$ cat src/rtl/instr_fetch_pkg.sv
// Shared encodings for the instruction fetch unit: FSM states and halt causes.
package instr_fetch_pkg;

    // Fetch FSM states; the encodings are fixed so other blocks may decode them.
    typedef enum logic [1:0] {
        ST_REQ  = 2'd0,
        ST_WAIT = 2'd1,
        ST_HOLD = 2'd2,
        ST_HALT = 2'd3
    } fetch_state_t;

    // Reason fetch stopped; reported on halt_cause until reset.
    typedef enum logic [1:0] {
        HALT_NONE     = 2'b00,
        HALT_ILL      = 2'b01,
        HALT_MISALIGN = 2'b10
    } halt_cause_t;

    // Byte distance between sequential instructions.
    localparam logic [31:0] INSTR_BYTES = 32'd4;

endpackage

$ cat src/rtl/instr_fetch_pc_next.sv
// Next-fetch-address selection: sequential pc+4 (wrapping) or a branch target,
// plus a flag for taken branches whose target is not word aligned.
module fetch_pc_next
    import instr_fetch_pkg::*;
(
    input  logic [31:0] pc,
    input  logic        branch_taken,
    input  logic [31:0] branch_target,
    output logic [31:0] next_pc,
    output logic        misaligned
);

    // Pure combinational select; the 32-bit add wraps naturally modulo 2^32.
    always_comb begin
        next_pc    = branch_taken ? branch_target : pc + INSTR_BYTES;
        misaligned = branch_taken && (branch_target[1:0] != 2'b00);
    end

endmodule

$ cat src/rtl/instr_fetch.sv
// Instruction fetch unit: holds the PC, issues one outstanding request at a
// time to instruction memory, presents the fetched word to decode with a
// valid/ready handshake, and halts on illegal instructions or misaligned
// branch targets reported by decode.
module instr_fetch
    import instr_fetch_pkg::*;
#(
    parameter logic [31:0] RESET_PC = 32'h0000_0000
) (
    input  logic        clk,
    input  logic        rst,
    output logic        imem_req,
    output logic [31:0] imem_addr,
    input  logic        imem_ready,
    input  logic        imem_rvalid,
    input  logic [31:0] imem_rdata,
    output logic        instr_valid,
    output logic [31:0] instruction,
    output logic [31:0] pc,
    input  logic        instr_ready,
    input  logic        branch_taken,
    input  logic [31:0] branch_target,
    input  logic        ill_instr,
    output logic        halted,
    output logic [1:0]  halt_cause
);

    fetch_state_t state_q, state_d;
    halt_cause_t  halt_cause_q, halt_cause_d;
    logic [31:0]  fetch_pc_q;
    logic [31:0]  instruction_q;
    logic [31:0]  pc_q;
    logic         load_word;
    logic         advance;
    logic [31:0]  next_pc;
    logic         misaligned;

    fetch_pc_next u_pc_next (
        .pc            (pc_q),
        .branch_taken  (branch_taken),
        .branch_target (branch_target),
        .next_pc       (next_pc),
        .misaligned    (misaligned)
    );

    // State register; reset returns to REQ so fetch restarts at RESET_PC.
    // NOTE: sequential state uses non-blocking assignments so every flop samples pre-edge values.
    always_ff @(posedge clk or posedge rst) begin
        if (rst) begin
            state_q <= ST_REQ;
        end else begin
            state_q <= state_d;
        end
    end

    // Next-state and register-enable decode; decode's illegal flag outranks a consume.
    // NOTE: every output of this block is defaulted first so no path infers a latch.
    always_comb begin
        state_d      = state_q;
        halt_cause_d = halt_cause_q;
        load_word    = 1'b0;
        advance      = 1'b0;
        case (state_q)
            ST_REQ: begin
                // Any rvalid here is a stale response from before a reset and is dropped.
                if (imem_ready) begin
                    state_d = ST_WAIT;
                end
            end
            ST_WAIT: begin
                if (imem_rvalid) begin
                    state_d   = ST_HOLD;
                    load_word = 1'b1;
                end
            end
            ST_HOLD: begin
                if (ill_instr) begin
                    state_d      = ST_HALT;
                    halt_cause_d = HALT_ILL;
                end else if (instr_ready) begin
                    if (misaligned) begin
                        state_d      = ST_HALT;
                        halt_cause_d = HALT_MISALIGN;
                    end else begin
                        state_d = ST_REQ;
                        advance = 1'b1;
                    end
                end
            end
            ST_HALT: begin
                state_d = ST_HALT;
            end
            default: begin
                state_d = ST_REQ;
            end
        endcase
    end

    // Datapath registers: fetched word, its address, the next fetch address, halt reason.
    always_ff @(posedge clk or posedge rst) begin
        if (rst) begin
            fetch_pc_q    <= RESET_PC;
            instruction_q <= 32'h0000_0000;
            pc_q          <= RESET_PC;
            halt_cause_q  <= HALT_NONE;
        end else begin
            if (load_word) begin
                instruction_q <= imem_rdata;
                pc_q          <= fetch_pc_q;
            end
            if (advance) begin
                fetch_pc_q <= next_pc;
            end
            halt_cause_q <= halt_cause_d;
        end
    end

    // Outputs decode directly from state; the request is masked while reset is held.
    always_comb begin
        imem_req    = (state_q == ST_REQ) && !rst;
        imem_addr   = fetch_pc_q;
        instr_valid = (state_q == ST_HOLD);
        halted      = (state_q == ST_HALT);
        instruction = instruction_q;
        pc          = pc_q;
        halt_cause  = halt_cause_q;
    end

endmodule

$ cat config.mk
export PLATFORM = sky130hd
export DESIGN_NAME = instr_fetch
export DESIGN_NICKNAME = d
export VERILOG_FILES = /design/src/rtl/instr_fetch_pkg.sv /design/src/rtl/instr_fetch_pc_next.sv /design/src/rtl/instr_fetch.sv
export SDC_FILE = /design/constraint.sdc
export NUM_CORES = 1
export LEC_CHECK = 0
export ABC_AREA = 1
export BUFFER_PORTS_ARGS = -buffer_cell sky130_fd_sc_hd__buf_2
export CAP_MARGIN = 15
export CORE_ASPECT_RATIO = 1.25
export CORE_MARGIN = 4
export CORE_UTILIZATION = 45
export CTS_CLUSTER_DIAMETER = 120
export DETAILED_ROUTE_END_ITERATION = 6
export PLACE_DENSITY_LB_ADDON = 0.25
export SLEW_MARGIN = 0
export SYNTH_ARGS = -nofsm -noshare
export SYNTH_HDL_FRONTEND = slang
export SYNTH_SLANG_ARGS = --single-unit
$ cat constraint.sdc
create_clock -name clk -period 3.7 [get_ports clk]
set_input_delay 0.185 -clock clk [delete_from_list [all_inputs] [get_ports clk]]
set_output_delay 0.185 -clock clk [all_outputs]
set_load 0.005 [all_outputs]
==> metrics.txt, run 1 <==
Die W 101 um; Hold Crit Class primary input to async pin; WL final 13200 um; Netlist cell types 30; CTS buffer count 9; Multi-input gate area 2130 um^2; initial antenna violation count 2; Root Driver clkbuf_16; Max clock buf depth 2; r2r startpoint state_q[0]$_DFFE_PP0P_; max-slew violation count 0; Layout fillers 1033; commonest non-fill, non-tap cells in the layout buf_2, nand2_1, dfrtp_1; CTS Hold Bufs 0; Placed Area 5870 um^2; All-Layer GR Usage 0.212; post-CTS setup buffers 0; share of the synthesized area in the top cell type 0.510; outcome finished clean; DIE AREA 12700 um^2; Synth Cell Area 4910 um^2; worst-path cell chain nor2_4 > nand2_2 > nor2_4 > buf_4 > inv_2 > a21oi_1 > a22oi_2; WS Path Type register to register; max-cap viol count 0; Final Hold Vio Count 0; core box area 10600 um^2; vias 4534; measured slew at the worst slew-check pin 0.926 ns; Syn. warnings 0; CP top delay family buffers and inverters; fin crit period 2.00 ns; Top cell by count, worst path nor2_4; setup TNS 0 ns; # DRC 0; sequential share of the synthesized area 0.510; router iterations before antenna repair 4; layout cells sized above 1 0.321; post-cts gate resize count 0; post-synth net total 663; commonest non-fill, non-tap cell in the layout buf_2; RR Endpoint imem_addr[10]$_DFFE_PP0P_; Slew headroom 0.382; clock-pin slew on the worst setup and hold paths 0.07 ns; Mapped Cells 591; Site Rows 42; vias in the first global route 4423; grt ovf 0; DP HPWL 9870 um; largest cells by area after synthesis dfrtp_1, nand2_1, mux2_2; Max Fclk 501 MHz; Die Y 125 um; Leak 3.17 nW; Iter 0 DRT Violations 145; Critical Path Start Type register; post-route cell area 6170 um^2; worst skew pair latency 0.35 ns; Starting Density 0.463; Setup Skew 0.0101 ns; Setup-failing EPs final 0; Placer Congestion 0.844; WP data arrival 2.20 ns; IO Port Bufs 171; largest net degree at the start of global routing 77; unrepaired setup endpoints after global routing no; Synth Area per Inst 8.31 um^2; fin crit share 0.539; Seq. cell area 2500 um^2; crit path buf inv count 2; Worst path max stage delay 0.50 ns; pwr dens 819 nW/um^2; setup slack, reg-to-reg 1.70 ns; Reg2Reg Depth 7; first-pass GRT wire length 21500 um; CTS sink cnt 100; WL per Instance 14.8 um; Worst Path Max Fanout 38; slowest CP cell dfrtp_1; worst-case vdd ir drop 0.447 mV; CTS H-tree lvls 3; nets 827; leading area contributor after synthesis dfrtp_1; CTS tree done; antenna-violating nets left 0; Layout area overhead 25.7%; post-synthesis register bit count 100; # IOs 172; Avg Vias per Cell 5.08; critical path data required time 3.90 ns; crit end category register
report_power, final:
group / total [mW] / switching, mW / internal (mW)
Clock: 0.957 / 0.412 / 0.546
Combinational: 1.94 / 1.01 / 0.930
Sequential: 2.16 / 0.509 / 1.65
Total: 5.05 / 1.93 / 3.13
worst max path at each step:
stage	startpoint	endpoint	slack, ns	depth (start not counted)
4_1_cts	state_q[0]$_DFFE_PP0P_	imem_addr[10]$_DFFE_PP0P_	1.69	7
6_report	state_q[0]$_DFFE_PP0P_	imem_addr[10]$_DFFE_PP0P_	1.70	7
3_3_place_gp	branch_taken	imem_addr[11]$_DFFE_PP0P_	1.78	9
3_5_place_dp	branch_taken	imem_addr[11]$_DFFE_PP0P_	1.67	9
2_1_floorplan	rst	halt_cause[0]$_DFFE_PP0P_	0.90	1
5_1_grt	state_q[0]$_DFFE_PP0P_	imem_addr[10]$_DFFE_PP0P_	1.56	7
synthesized netlist by cell type, drive strengths merged:
cell type and number:
nor3 1, o21ai 29, ha 1, nand2 152, o22ai 2, or2 1, xor2 1, a21oi 37
and2 2, o211ai 4, mux2 35, nand3b 2, o21a 1, dfrtp 100, a22oi 2, clkbuf 10
xnor2 5, inv 48, a31oi 2, nand4 3, nor2 105, buf 12, nand3 36
final cells by class:
cell class | instances | area share
timing repair buffer | 175 | 0.143
tap | 132 | 0.0268
clock inverter | 5 | 0.00973
multi-input combinational | 421 | 0.345
clock buffer | 11 | 0.0393
sequential | 100 | 0.405
antenna | 1 | 0.000405
inverter | 48 | 0.0296
metrics by stage:
stage | cells | hold slack, ns | worst slack [ns] | power [mW] | utilization
5_1_grt | 893 | 0.0540 | 1.56 | 5.48 | 0.582
3_5_place_dp | 876 | 0.409 | 1.67 | 4.13 | 0.553
2_1_floorplan | 591 | 0.317 | 0.896 | 3.20 | -
3_3_place_gp | 876 | 0.404 | 1.78 | 4.06 | 0.553
6_report | 893 | 0.0552 | 1.70 | 5.05 | 0.582
4_1_cts | 892 | 0.0512 | 1.69 | 5.11 | 0.581
routing by layer:
| layer | wire (um) | track usage | part of all wire | vias to the layer above |
|---|---|---|---|---|
| met5 | 13 | 0 | 0.00098 | - |
| met4 | 225 | 0.0642 | 0.017 | 2 |
| met3 | 1040 | 0.0566 | 0.079 | 16 |
| met2 | 6720 | 0.362 | 0.51 | 151 |
| met1 | 5210 | 0.258 | 0.39 | 2135 |
| li1 | - | - | - | 2230 |
state kept, by name, summed over array words and instances (netlist names):
register,count
instruction,32
halt_cause,2
pc,32
imem_addr,32
state_q,2
cell families after synthesis:
family,synth area share
simple gates,0.253
buf+inv,0.0589
xor+xnor,0.0107
compound gates,0.0851
mux,0.0803
fa+ha+maj,0.00255
flops,0.510
Power figures use the tool's default switching activity.
==> run 2: changes to the inputs <==
clock period = 1.8 ns   (was 3.7 ns; I/O delays follow)
==> run 2 against run 1 <==
Against the previous run: critical path type unchanged; via count grew 4.9%; clock power grew 100%; core utilization grew 4.8 points; clock-buffer cell count shrank 1; critical endpoint is now imem_addr[31]$_DFFE_PP0P_; largest cell class unchanged.
==> metrics.txt, run 2 (synthesis results as in run 1) <==
outcome finished clean; Cells after DPL 889 (+1.5%); Leak 3.39 nW (+7.1%); WP depth 9 (+2); Root Driver clkbuf_16; fin crit share 0.921 (+0.381); initial antenna violation count 0 (-2); CP top delay family simple AND/OR/NAND/NOR gates; Final Core Density 0.629 (+0.0479); vias 4757 (+4.9%); Top cell by count, worst path nand2_1; critical path data required time 2.03 ns (-1.87 ns); Iter 0 DRT Violations 204 (+41%); pwr dens 1600 nW/um^2 (+95%); DP HPWL 10000 um (+1.6%); clock network power share 0.180 (-0.009); Max clock buf depth 2 (unchanged); Reg2Reg Depth 9 (+2); Hold Path Cell Cnt 3; fin crit period 1.66 ns (-0.338 ns); crit end category register; core box area 10600 um^2 (unchanged); Hold Crit Class primary input to register; max-slew violation count 0 (unchanged); Max Fclk 603 MHz (+20%); # IOs 172 (unchanged); RR Endpoint imem_addr[31]$_DFFE_PP0P_; slowest CP cell dfrtp_1; max-cap viol count 0 (unchanged); Placed Area 6020 um^2 (+2.5%); WP data arrival 1.89 ns (-0.31 ns); WL per Instance 15.1 um (+2.0%); WS Path Type register to register; CTS tree done; Site Rows 42 (unchanged); Worst path max stage delay 0.43 ns (-0.07 ns); worst skew pair latency 0.34 ns (about the same); IO Port Bufs 171 (unchanged); Worst Hold End imem_addr[3]$_DFFE_PP0P_; # DRC 0 (unchanged); WL final 14200 um (+7.3%); grt ovf 0 (unchanged); Worst Path Max Fanout 7 (-82%); Critical Path Start Type register; worst-case vdd ir drop 0.954 mV (+110%); Die W 101 um (unchanged); largest net degree at the start of global routing 67 (-13%); antenna-violating nets left 0 (unchanged); Die Y 125 um (unchanged); Net Sw Frac 0.381 (-0.000556); Hold Path Origin branch_target[3]; Layout fillers 952 (-7.8%); clock-pin slew on the worst setup and hold paths 0.07 ns (about the same); switching power 4.06 mW (+110%); post-CTS setup buffers 0 (unchanged); Final Hold Vio Count 0 (unchanged); Flop pwr share 0.411 (-0.017); commonest non-fill, non-tap cell in the layout buf_2; post-route cell area 6680 um^2 (+8.2%); measured slew at the worst slew-check pin 0.546 ns (-0.381 ns); layout cells sized above 1 0.323 (+0.00237); Int Power 6.61 mW (+110%); All-Layer GR Usage 0.228 (+0.0158); Slew headroom 0.636 (+0.254); CTS H-tree lvls 3 (unchanged); worst-path cell chain nand2_1 > nor2_2 > nand2_1 > nor2_2 > nand2_1 > nand2_1 > nand3_1 > nand2_1 > nand2_1; router iterations before antenna repair 4 (unchanged); Avg Vias per Cell 5.06 (-0.33%); final std cells w/o fill 940 (+5.3%); vias in the first global route 4758 (+7.6%); r2r startpoint pc[4]$_DFFE_PP0P_; Starting Density 0.463 (unchanged); DIE AREA 12700 um^2 (unchanged); CTS buffer count 9 (unchanged); Placer Congestion 0.911 (+7.9%); crit path buf inv count 0 (-2); Layout area overhead 36.1%; CTS sink cnt 100 (unchanged); Setup-failing EPs final 0 (unchanged); first-pass GRT wire length 23000 um (+7.3%); Comb pwr share 0.409 (+0.026); Setup Skew 0.00661 ns (-0.00351 ns); nets 875 (+5.8%); commonest non-fill, non-tap cells in the layout buf_2, nand2_1, dfrtp_1; setup slack, reg-to-reg 0.14 ns (-1.56 ns)
## run 2: changes by cell type in the layout (fill, tap and decap cells not counted), sizes merged
| cell | before | now |
|---|---|---|
| dlygate4sd3 | 0 | 35 |
| buf | 175 | 188 |
| inv | 49 | 47 |
| clkbuf | 11 | 10 |
| clkinv | 2 | 3 |
| clkinvlp | 1 | 2 |
## run 2: power by group through the flow
stage,clock (mW),sequential (mW),combinational [mW]
after CTS,1.96,4.37,4.40
after detailed placement,0,4.38,4.32
after global placement,0,4.35,4.22
after global routing,2.04,4.54,4.93
after floorplan,0,4.36,2.21
final,1.92,4.39,4.36
## run 2: metal layers
metal  routed length (um)  GRT usage  up-vias  share of wire
li1                     -          -     2320              -
met1                 5620      0.276     2246           0.40
met2                 7220      0.393      165           0.51
met3                 1050     0.0583       26          0.074
met4                  291     0.0681        0          0.021
met5                    0          0        -              0
## run 2: final cells by class
cell class | count | area (um^2) | share of cell area
Inverter | 48 | 184 | 0.0275
Clock inverter | 5 | 52.6 | 0.00787
Tap cell | 132 | 165 | 0.0247
Timing Repair Buffer | 223 | 1380 | 0.207
Sequential cell | 100 | 2500 | 0.375
Multi-Input combinational cell | 421 | 2150 | 0.322
Clock buffer | 10 | 239 | 0.0358
Antenna cell | 1 | 2.50 | 0.000375
## run 2: tightest hold or removal path, stage by stage
cell and delay (ns):
buf_2 0.10, nand2_1 0.05, a31oi_1 0.08
## run 2: metrics by stage
stage	power [mW]	hold WS (ns)	setup TNS [ns]	setup slack [ns]
2_1_floorplan	6.57	0.210	0	0.247
3_5_place_dp	8.71	0.220	0	0.0385
4_1_cts	10.7	0.00974	0	0.00935
5_1_grt	11.5	0.0286	-0.00338	-0.00338
6_report	10.7	0.0146	0	0.143
3_3_place_gp	8.56	0.219	0	0.118
## run 2: repair_timing
action	CTS	global route
hold buffers	35	0
gates resized for setup	0	6
hold endpoints to repair	134	0
endpoints found under the setup margin	0	9
## run 2: worst max path at each step
stage | startpoint | to
final | pc[4]$_DFFE_PP0P_ | imem_addr[31]$_DFFE_PP0P_
after floorplan | pc[2]$_DFFE_PP0P_ | imem_addr[26]$_DFFE_PP0P_
after detailed placement | pc[3]$_DFFE_PP0P_ | imem_addr[26]$_DFFE_PP0P_
after global routing | pc[3]$_DFFE_PP0P_ | imem_addr[26]$_DFFE_PP0P_
after global placement | pc[3]$_DFFE_PP0P_ | imem_addr[26]$_DFFE_PP0P_
after CTS | pc[3]$_DFFE_PP0P_ | imem_addr[22]$_DFFE_PP0P_
